===== src/rtl/dmem_arb_pkg.sv =====
// Shared types and constants for the data-memory arbiter between the MEM stage and the DMA engine.
package dmem_arb_pkg;

  typedef enum logic {IDLE, DMA_BURST} arb_state_t;
  typedef enum logic {OWN_CPU, OWN_DMA} owner_t;

  localparam int BURST_LEN_W = 4;
  localparam int WORD_IDX_W  = 8;

  // Advance to the next word inside the current 1 KiB window; the high and byte bits stay put.
  function automatic logic [31:0] next_word_addr(input logic [31:0] addr);
    logic [31:0] nxt;
    nxt = addr;
    nxt[2 +: WORD_IDX_W] = addr[2 +: WORD_IDX_W] + WORD_IDX_W'(1);
    return nxt;
  endfunction

endpackage


===== src/rtl/dma_burst_ctr.sv =====
// Burst address/beat tracker: latches the DMA start address and length, then steps one word per beat.
module dma_burst_ctr
  import dmem_arb_pkg::*;
(
  input  logic                   clk,
  input  logic                   reset_n,
  input  logic                   load,
  input  logic [31:0]            load_addr,
  input  logic [BURST_LEN_W-1:0] load_len,
  input  logic                   advance,
  output logic [31:0]            addr,
  output logic                   last
);

  logic [31:0]            addr_q;
  logic [BURST_LEN_W-1:0] remaining_q;

  // NOTE: sequential state uses non-blocking assignments so every flop sees pre-edge values.
  always_ff @(posedge clk or negedge reset_n) begin
    if (!reset_n) begin
      addr_q      <= '0;
      remaining_q <= '0;
    end else if (load) begin
      addr_q      <= load_addr;
      remaining_q <= load_len;
    end else if (advance) begin
      addr_q      <= next_word_addr(addr_q);
      remaining_q <= remaining_q - BURST_LEN_W'(1);
    end
  end

  assign addr = addr_q;
  assign last = (remaining_q == '0);

endmodule


===== src/rtl/dmem_arbiter.sv =====
// Single-port data-memory arbiter: CPU single beats normally win, DMA bursts are non-interruptible,
// and a CPU run limit guarantees the DMA eventually gets the port.
module dmem_arbiter
  import dmem_arb_pkg::*;
#(
  parameter int MAX_CPU_RUN = 8
) (
  input  logic                   clk,
  input  logic                   reset_n,
  input  logic                   cpu_req,
  input  logic                   cpu_we,
  input  logic [31:0]            cpu_addr,
  input  logic [31:0]            cpu_wdata,
  output logic                   cpu_stall,
  output logic                   cpu_rvalid,
  output logic [31:0]            cpu_rdata,
  input  logic                   dma_req,
  input  logic                   dma_we,
  input  logic [31:0]            dma_addr,
  input  logic [BURST_LEN_W-1:0] dma_len,
  input  logic [31:0]            dma_wdata,
  output logic                   dma_wready,
  output logic                   dma_busy,
  output logic                   dma_rvalid,
  output logic [31:0]            dma_rdata,
  output logic                   dma_done,
  output logic [31:0]            mem_addr,
  output logic [31:0]            mem_wdata,
  output logic                   mem_read,
  output logic                   mem_write,
  input  logic [31:0]            mem_rdata
);

  localparam int RUN_W = $clog2(MAX_CPU_RUN + 1);

  arb_state_t       state, state_next;
  logic [RUN_W-1:0] run_cnt;
  logic             burst_we;
  logic             cpu_grant, dma_grant, beat;
  logic [31:0]      burst_addr;
  logic             burst_last;
  logic             rd_pend_q, dma_done_q;
  owner_t           rd_owner_q;

  dma_burst_ctr u_burst_ctr (
    .clk       (clk),
    .reset_n   (reset_n),
    .load      (dma_grant),
    .load_addr (dma_addr),
    .load_len  (dma_len),
    .advance   (beat),
    .addr      (burst_addr),
    .last      (burst_last)
  );

  // Whole command path sits under reset_n so the memory never sees a CPU access during reset.
  always_comb begin
    // NOTE: every output of this block gets a default first, so no path can infer a latch.
    state_next = state;
    cpu_grant  = 1'b0;
    dma_grant  = 1'b0;
    beat       = 1'b0;
    mem_addr   = '0;
    mem_wdata  = '0;
    mem_read   = 1'b0;
    mem_write  = 1'b0;
    dma_wready = 1'b0;
    if (reset_n) begin
      unique case (state)
        IDLE: begin
          if (cpu_req && (!dma_req || run_cnt < RUN_W'(MAX_CPU_RUN))) begin
            cpu_grant = 1'b1;
            mem_addr  = cpu_addr;
            mem_wdata = cpu_wdata;
            mem_read  = !cpu_we;
            mem_write = cpu_we;
          end else if (dma_req) begin
            dma_grant  = 1'b1;
            state_next = DMA_BURST;
          end
        end
        DMA_BURST: begin
          beat     = 1'b1;
          mem_addr = burst_addr;
          if (burst_we) begin
            mem_write  = 1'b1;
            mem_wdata  = dma_wdata;
            dma_wready = 1'b1;
          end else begin
            mem_read = 1'b1;
          end
          if (burst_last) state_next = IDLE;
        end
        default: state_next = IDLE;
      endcase
    end
  end

  always_ff @(posedge clk or negedge reset_n) begin
    if (!reset_n) begin
      state      <= IDLE;
      run_cnt    <= '0;
      burst_we   <= 1'b0;
      rd_pend_q  <= 1'b0;
      rd_owner_q <= OWN_CPU;
      dma_done_q <= 1'b0;
    end else begin
      state      <= state_next;
      rd_pend_q  <= mem_read;
      rd_owner_q <= (state == DMA_BURST) ? OWN_DMA : OWN_CPU;
      dma_done_q <= beat && burst_last;
      if (dma_grant) burst_we <= dma_we;
      if (!dma_req || dma_grant) begin
        run_cnt <= '0;
      end else if (cpu_grant && run_cnt < RUN_W'(MAX_CPU_RUN)) begin
        run_cnt <= run_cnt + RUN_W'(1);
      end
    end
  end

  assign cpu_stall  = reset_n && cpu_req && !cpu_grant;
  assign dma_busy   = dma_grant || (state == DMA_BURST);
  assign dma_done   = dma_done_q;
  assign cpu_rvalid = rd_pend_q && (rd_owner_q == OWN_CPU);
  assign dma_rvalid = rd_pend_q && (rd_owner_q == OWN_DMA);
  assign cpu_rdata  = cpu_rvalid ? mem_rdata : '0;
  assign dma_rdata  = dma_rvalid ? mem_rdata : '0;

endmodule

===== config.mk =====
export PLATFORM = sky130hd
export DESIGN_NAME = dmem_arbiter
export DESIGN_NICKNAME = d
export VERILOG_FILES = /design/src/rtl/dmem_arb_pkg.sv /design/src/rtl/dma_burst_ctr.sv /design/src/rtl/dmem_arbiter.sv
export SDC_FILE = /design/constraint.sdc
export NUM_CORES = 1
export LEC_CHECK = 0
export CORE_AREA = 2 2 118 120
export DETAILED_ROUTE_END_ITERATION = 8
export DIE_AREA = 0 0 120 122
export PLACE_DENSITY = 0.66
export REMOVE_ABC_BUFFERS = 1
export SLEW_MARGIN = 20
export SYNTH_ARGS = -nofsm -noshare
export SYNTH_HDL_FRONTEND = slang
export SYNTH_SLANG_ARGS = --single-unit

===== constraint.sdc =====
create_clock -name clk -period 1.9 [get_ports clk]
set_clock_uncertainty 0.1 [all_clocks]
set_input_delay 0.38 -clock clk [delete_from_list [all_inputs] [get_ports clk]]
set_output_delay 0.38 -clock clk [all_outputs]
set_load 0.05 [all_outputs]

# ---- Word-level counts from Yosys, hierarchy flattened
# Index checks and enable logic that the tools add are counted.
dict set report totals {
  wordCells 67
  ram_bits 0
  ff_bits 45
  out_inout_bits 136
  latchBits 0
  mem_bits_ro 0
  mem_count 0
  inputBits 170
}
dict set report classes {
  bitwise_logic 2
  n_mul 0
  addsub 3
  magnitude_cmp 1
  reduce_logical 16
  div 0
  eq_ne 0
  mux 36
  shifts 0
}
# operator count
set ops {}
lappend ops {{two-way mux 32 bit} 8}
lappend ops {{case mux 32 bit (2 select lines)} 2}
lappend ops {{two-way mux 1 bit} 18}
lappend ops {{two-way mux 4 bit} 4}
lappend ops {{two-way mux 10 bit} 1}
lappend ops {{adder 8 x 1 -> 8 bit, second input constant} 1}
lappend ops {{logical AND 1 bit} 7}
lappend ops {{case mux 1 bit (2 select lines)} 3}
lappend ops {{adder 4 x 1 -> 4 bit, second input constant} 1}
lappend ops {{zero test 4 bit} 1}
lappend ops {{less-than comparator 4 bit, second input constant} 1}
lappend ops {{nonzero test 2 bit} 2}
lappend ops {{subtractor 4 x 1 -> 4 bit, second input constant} 1}
lappend ops {{zero test 1 bit} 3}
lappend ops {{logical OR 1 bit} 3}
lappend ops {{NOT 1 bit} 2}

# ---- Logic depth before layout (Yosys ltp)
dict set report logic_depth {
  word_depth 9
  mapped_depth 8
  mapped_depth_nobuf 5
}

# ---- Cells and area by module
# A second synthesis with hierarchy kept.
dict set report unflattened {
  hier_cells 320
  area_unflattened_um2 3115.5
}
# mod seq_area_each_um2 area_per_inst_um2 instances cells_each
set modules_own_cells {}
lappend modules_own_cells {dmem_arbiter 225.2 1565.3 1 198}
lappend modules_own_cells {dma_burst_ctr 900.9 1550.2 1 122}

# ---- Worst setup path before layout
# No wires, ideal clock.
dict set report synth_timing {
  kind {flip-flop to output port}
  from {register state}
  to {output port mem_read}
  stages_incl_launch_ff 8
  path_buffers 3
  arrival_ns 1.922
  path_slack_ns -0.502
  required_time_ns 1.420
  path_cell_list {dfrtp_1 -> buf_4 -> a21oi_1 -> and2b_1 -> buf_4 -> buf_6 -> inv_1 -> o22ai_1}
}
dict set report synth_via {
  elab_chain_cells 3
}
# element line_no
set synth_lines {}
lappend synth_lines {{from (decl)} dmem_arbiter.sv:36} ;# arb_state_t state, state_next;
lappend synth_lines {{from (signal assigned)} dmem_arbiter.sv:108} ;# state <= state_next;
lappend synth_lines {{NOT 1 bit} -}
lappend synth_lines {{case mux 1 bit (2 select lines) *} dmem_arbiter.sv:69} ;# unique case (state)
lappend synth_lines {{two-way mux 1 bit *} dmem_arbiter.sv:68} ;# if (reset_n) begin
lappend synth_lines {{to (decl)} dmem_arbiter.sv:29} ;# output logic mem_read,
# Mark *: on every way between the ends. The rest lies on a longest branch, timed or not.

# ---- Final worst setup path
dict set report layout_timing {
  from {register run_cnt[3]}
  to {output port mem_addr[12]}
}
dict set report layout_via {
  elab_chain_cells 6
}
# element line_no
set layout_lines {}
lappend layout_lines {{from (decl)} dmem_arbiter.sv:37} ;# logic [RUN_W-1:0] run_cnt;
lappend layout_lines {{from (signal assigned)} dmem_arbiter.sv:116} ;# run_cnt <= run_cnt + RUN_W'(1);
lappend layout_lines {{less-than comparator 4 bit} dmem_arbiter.sv:71} ;# if (cpu_req && (!dma_req || run_cnt < RUN_W'(MAX_CPU_RUN))) begin
lappend layout_lines {{logical OR 1 bit} dmem_arbiter.sv:71}
lappend layout_lines {{logical AND 1 bit} dmem_arbiter.sv:71}
lappend layout_lines {{two-way mux 32 bit} dmem_arbiter.sv:71}
lappend layout_lines {{case mux 32 bit (2 select lines)} dmem_arbiter.sv:69}
lappend layout_lines {{two-way mux 32 bit} dmem_arbiter.sv:68}
lappend layout_lines {{to (decl)} dmem_arbiter.sv:27} ;# output logic [31:0] mem_addr,
# Every way passes these cells.

==> run summary <==
* slew of the pin with the lowest slew margin: 0.311 ns
* starting utilization of the core area: 22.9%
* largest family of logic cells by synthesized area: simple AND/OR/NAND/NOR gates
* number of fillers in the final layout: 929
* failing checks: negative setup slack
* row count: 43
* worst reg2reg path endpoint: u_burst_ctr.addr[3]
* violation count after the first detailed-routing iteration: 217
* number of pins exceeding their max-slew limit in the final report: 0
* number of antenna violations at the first check in global routing: 4
* most used routing layer in global routing: met2
* Fin. Hold Viols: 0
* area share of the largest cell type after synthesis: 36.4%
* TritonCTS Buffers: 5
* worst slack on hold paths: 0.000799 ns
* vias in the first global route: 4414
* critical path, cell by cell: a21oi_2, and2b_4, buf_12, buf_12, buf_16, a22o_1, buf_12
* number of setup violations in the final report: 67
* Tot GR Track Use: 23.6%
* DRC violation count after routing: 0
* share of synthesized area spent on multiplexers: 0.647%
* number of instances in the synthesized netlist: 366
* FF-to-FF Start: state
* post-synthesis adder-cell area fraction: 1.62%
* min cycle time layout: 2.21 ns
* crit path capture type: output pin
* GR Layer Usage met3: 7.40%
* Power Total: 11.3 mW
* DIE HEIGHT: 122 um
* worst setup path startpoint: run_cnt[3]
* CTS clock-pin slew for the worst setup and hold paths: 0.06 ns
* Critical Path AT: 1.73 ns
* CP Class: register to output pin
* post-detailed-routing wire length: 19.7 mm
* placeable core region: 13500 sq um
* CTS tree: done
* Final WS setup: -0.311 ns
* final core occ: 68.2%
* post-synthesis compound-gate area fraction: 22.3%
* pin count of the biggest net entering global routing: 34
* worst hold path class: primary input to asynchronous set/reset pin
* worst supply voltage drop on vdd: 777 uV
* number of cell instances on the worst register-to-register path: 8
* count of distinct cell types in the synthesized netlist: 35
* startpoint type of the worst setup path: register
* GR met1 Demand/Resource: 25.5%
* level count of the clock H-tree: 2
* cell types with the largest area share after synthesis: sky130_fd_sc_hd__dfrtp_1 36%, sky130_fd_sc_hd__a22o_1 18%, sky130_fd_sc_hd__nand2_1 11%
* maximum frequency from static timing analysis: 452 MHz
* share of post-route cells with drive strength above 1: 43.8%
* final estimated routing congestion in global placement: 0.820
* count of buffers inserted at the top-level ports: 305
* post-synth top area cell: sky130_fd_sc_hd__dfrtp_1
* NumNets Final: 881
* setup slack, reg-to-reg: 0.05 ns
* worst slack after detailed placement: -0.496 ns
* DP Area: 7820 sq um
* fraction of met2 tracks used by global routing: 42.9%
* data required time at the worst endpoint: 1.42 ns
* critical path's most frequent cell: sky130_fd_sc_hd__buf_12
* Max Cap Viol: 0
* buffer depth of the longest clock path: 2
* number of ports placed on the die boundary: 306
* status: complete, but fails checks
* final cycle utilization of the critical path: 116%
* overall die width: 120 um
* unrepaired setup endpoints after global routing: true
* wire length of the first global-routing pass: 26.3 mm
* Slew Limit Headroom: 79.0%
* Pre-Repair DR Iteration Count: 4
* Leakage: 4.19 nW
* count of synthesis-stage warnings from yosys: 0
* maximum fanout count along the critical path: 11
* clock insertion delay at the later pin of the skew report: 0.28 ns
* antenna viol nets, final: 0
* netlist area before placement: 3090 sq um
* xor/xnor cell area share of the yosys netlist: 2.55%
* post-synthesis to final-layout area growth: 198%
* Post-Synthesis Mean Instance Area: 8.45 sq um
* # clock sinks: 45
* post-DR wirelength/cell: 22.1 um
* die area: 14600 sq um
* Root Driver: sky130_fd_sc_hd__clkbuf_16
* half-perimeter wire length after placement: 13.5 mm
* via count: 4333
* average via count per standard cell: 4.86
* final design instance area without fill: 9210 sq um
* cell with the largest stage delay on the worst path: sky130_fd_sc_hd__dfrtp_1
* total of flip-flops plus latches after synthesis: 45
* total global routing overflow: 0
* Pwr Density: 1230 nW/um^2
* largest stage delay on the critical path: 0.39 ns
* area share of and/or/nand/nor cells after synthesis: 30.0%
* sequential cell area fraction in the yosys report: 36.4%
==> routing by layer <==
layer	share of wire [%]	wire, um
met1	34	6780
met2	54	10700
met3	8.3	1650
met4	3.0	592
met5	0	0
==> sequential cells by signal (all words and copies together), names as in the netlist <==
| register | flops |
|---|---|
| state | 1 |
| rd_owner_q | 1 |
| run_cnt | 4 |
| u_burst_ctr.addr | 32 |
| burst_we | 1 |
| dma_done | 1 |
| rd_pend_q | 1 |
| u_burst_ctr.remaining_q | 4 |
==> power breakdown <==
group          total [mW]  internal, mW  leakage, nW  switching (mW)
Sequential           1.83          1.38        0.562           0.445
Combinational        8.60          4.35         3.55            4.25
Clock               0.914         0.557       0.0799           0.357
==> synth_stat cells <==
master,number
sky130_fd_sc_hd__ha_1,4
sky130_fd_sc_hd__dfrtp_1,45
sky130_fd_sc_hd__and2_1,34
sky130_fd_sc_hd__nor4bb_1,1
sky130_fd_sc_hd__a41oi_1,1
sky130_fd_sc_hd__nor4_1,1
sky130_fd_sc_hd__a22o_1,65
sky130_fd_sc_hd__a21oi_1,3
sky130_fd_sc_hd__nand2b_1,1
sky130_fd_sc_hd__and4bb_2,1
sky130_fd_sc_hd__and3_1,34
sky130_fd_sc_hd__nand3_1,4
sky130_fd_sc_hd__o22ai_1,1
sky130_fd_sc_hd__nor2b_1,1
sky130_fd_sc_hd__nor2b_4,1
sky130_fd_sc_hd__xor2_1,3
sky130_fd_sc_hd__buf_6,4
sky130_fd_sc_hd__buf_2,10
sky130_fd_sc_hd__nor3_1,3
sky130_fd_sc_hd__xnor2_1,6
sky130_fd_sc_hd__a221o_1,4
sky130_fd_sc_hd__nor4b_1,1
sky130_fd_sc_hd__nand2_2,1
sky130_fd_sc_hd__a21o_1,2
sky130_fd_sc_hd__and4_1,1
sky130_fd_sc_hd__nor2_1,12
sky130_fd_sc_hd__nand4_1,1
sky130_fd_sc_hd__o21ai_0,6
sky130_fd_sc_hd__inv_1,4
sky130_fd_sc_hd__nand2_1,88
sky130_fd_sc_hd__clkbuf_1,14
sky130_fd_sc_hd__mux2i_1,2
sky130_fd_sc_hd__and2b_1,1
sky130_fd_sc_hd__buf_4,5
sky130_fd_sc_hd__o21ai_1,1
==> logic make-up (layout without fill, tap and decap cells) <==
kind of cell,Yosys count,after routing
AO/OA/AOI/OAI,83,83
XOR/XNOR,9,9
adder cells (fa/ha/maj),4,4
buffers and inverters,37,379
flip-flops,45,45
multiplexers,2,2
other,0,4
AND/OR/NAND/NOR,186,186
==> final cells by class <==
class / instances / area [sq um] / area share [%]
clock inverter: 1 / 5.00 / 0.0544
antenna: 4 / 10.0 / 0.109
clock buffer: 7 / 153 / 1.66
timing repair buffer: 367 / 5290 / 57.5
multi-input combinational: 284 / 2380 / 25.9
inverter: 4 / 15.0 / 0.163
tap: 180 / 225 / 2.45
sequential: 45 / 1130 / 12.2
==> cell usage in the layout, fill, tap and decap left out, types with 10 or more instances in the layout <==
master and n:
sky130_fd_sc_hd__buf_12 146, sky130_fd_sc_hd__clkbuf_16 10, sky130_fd_sc_hd__a22o_4 56, sky130_fd_sc_hd__clkdlybuf4s50_1 166, sky130_fd_sc_hd__and3_1 32, sky130_fd_sc_hd__and2_4 33, sky130_fd_sc_hd__buf_4 28, sky130_fd_sc_hd__nor2_1 11
sky130_fd_sc_hd__nand2_1 86, sky130_fd_sc_hd__dfrtp_1 45
==> repair_timing <==
item,in CTS,in global routing
cloned,8,7
gates resized for setup,62,70
setup endpoints to repair,75,107
hold buffers,1,0
hold endpoints to repair,3,0
buffers inserted,14,7
pin swaps,45,30
==> stage by stage <==
step                setup TNS [ns]  instances
finish                      -17.14        892
global route                -20.61        891
CTS                         -16.97        876
detailed placement          -30.33        846
global placement            -29.13        846
floorplan                  -104.38        333
==> how the worst max path moves through the flow <==
stage | endpoint | cells past startpoint
final | mem_addr[12] | 7
after global routing | mem_read | 8
after CTS | mem_addr[14] | 7
after detailed placement | mem_wdata[19] | 6
after global placement | mem_addr[25] | 6
after floorplan | mem_read | 4
==> worst max-delay path, delay by kind of cell (launching register included) <==
family	cells	cell delay [ns]
AND/OR/NAND/NOR	1	0.20
AO/OA/AOI/OAI	2	0.35
flip-flops	1	0.39
buffers and inverters	4	0.51
(Power assumes the default switching activity.)
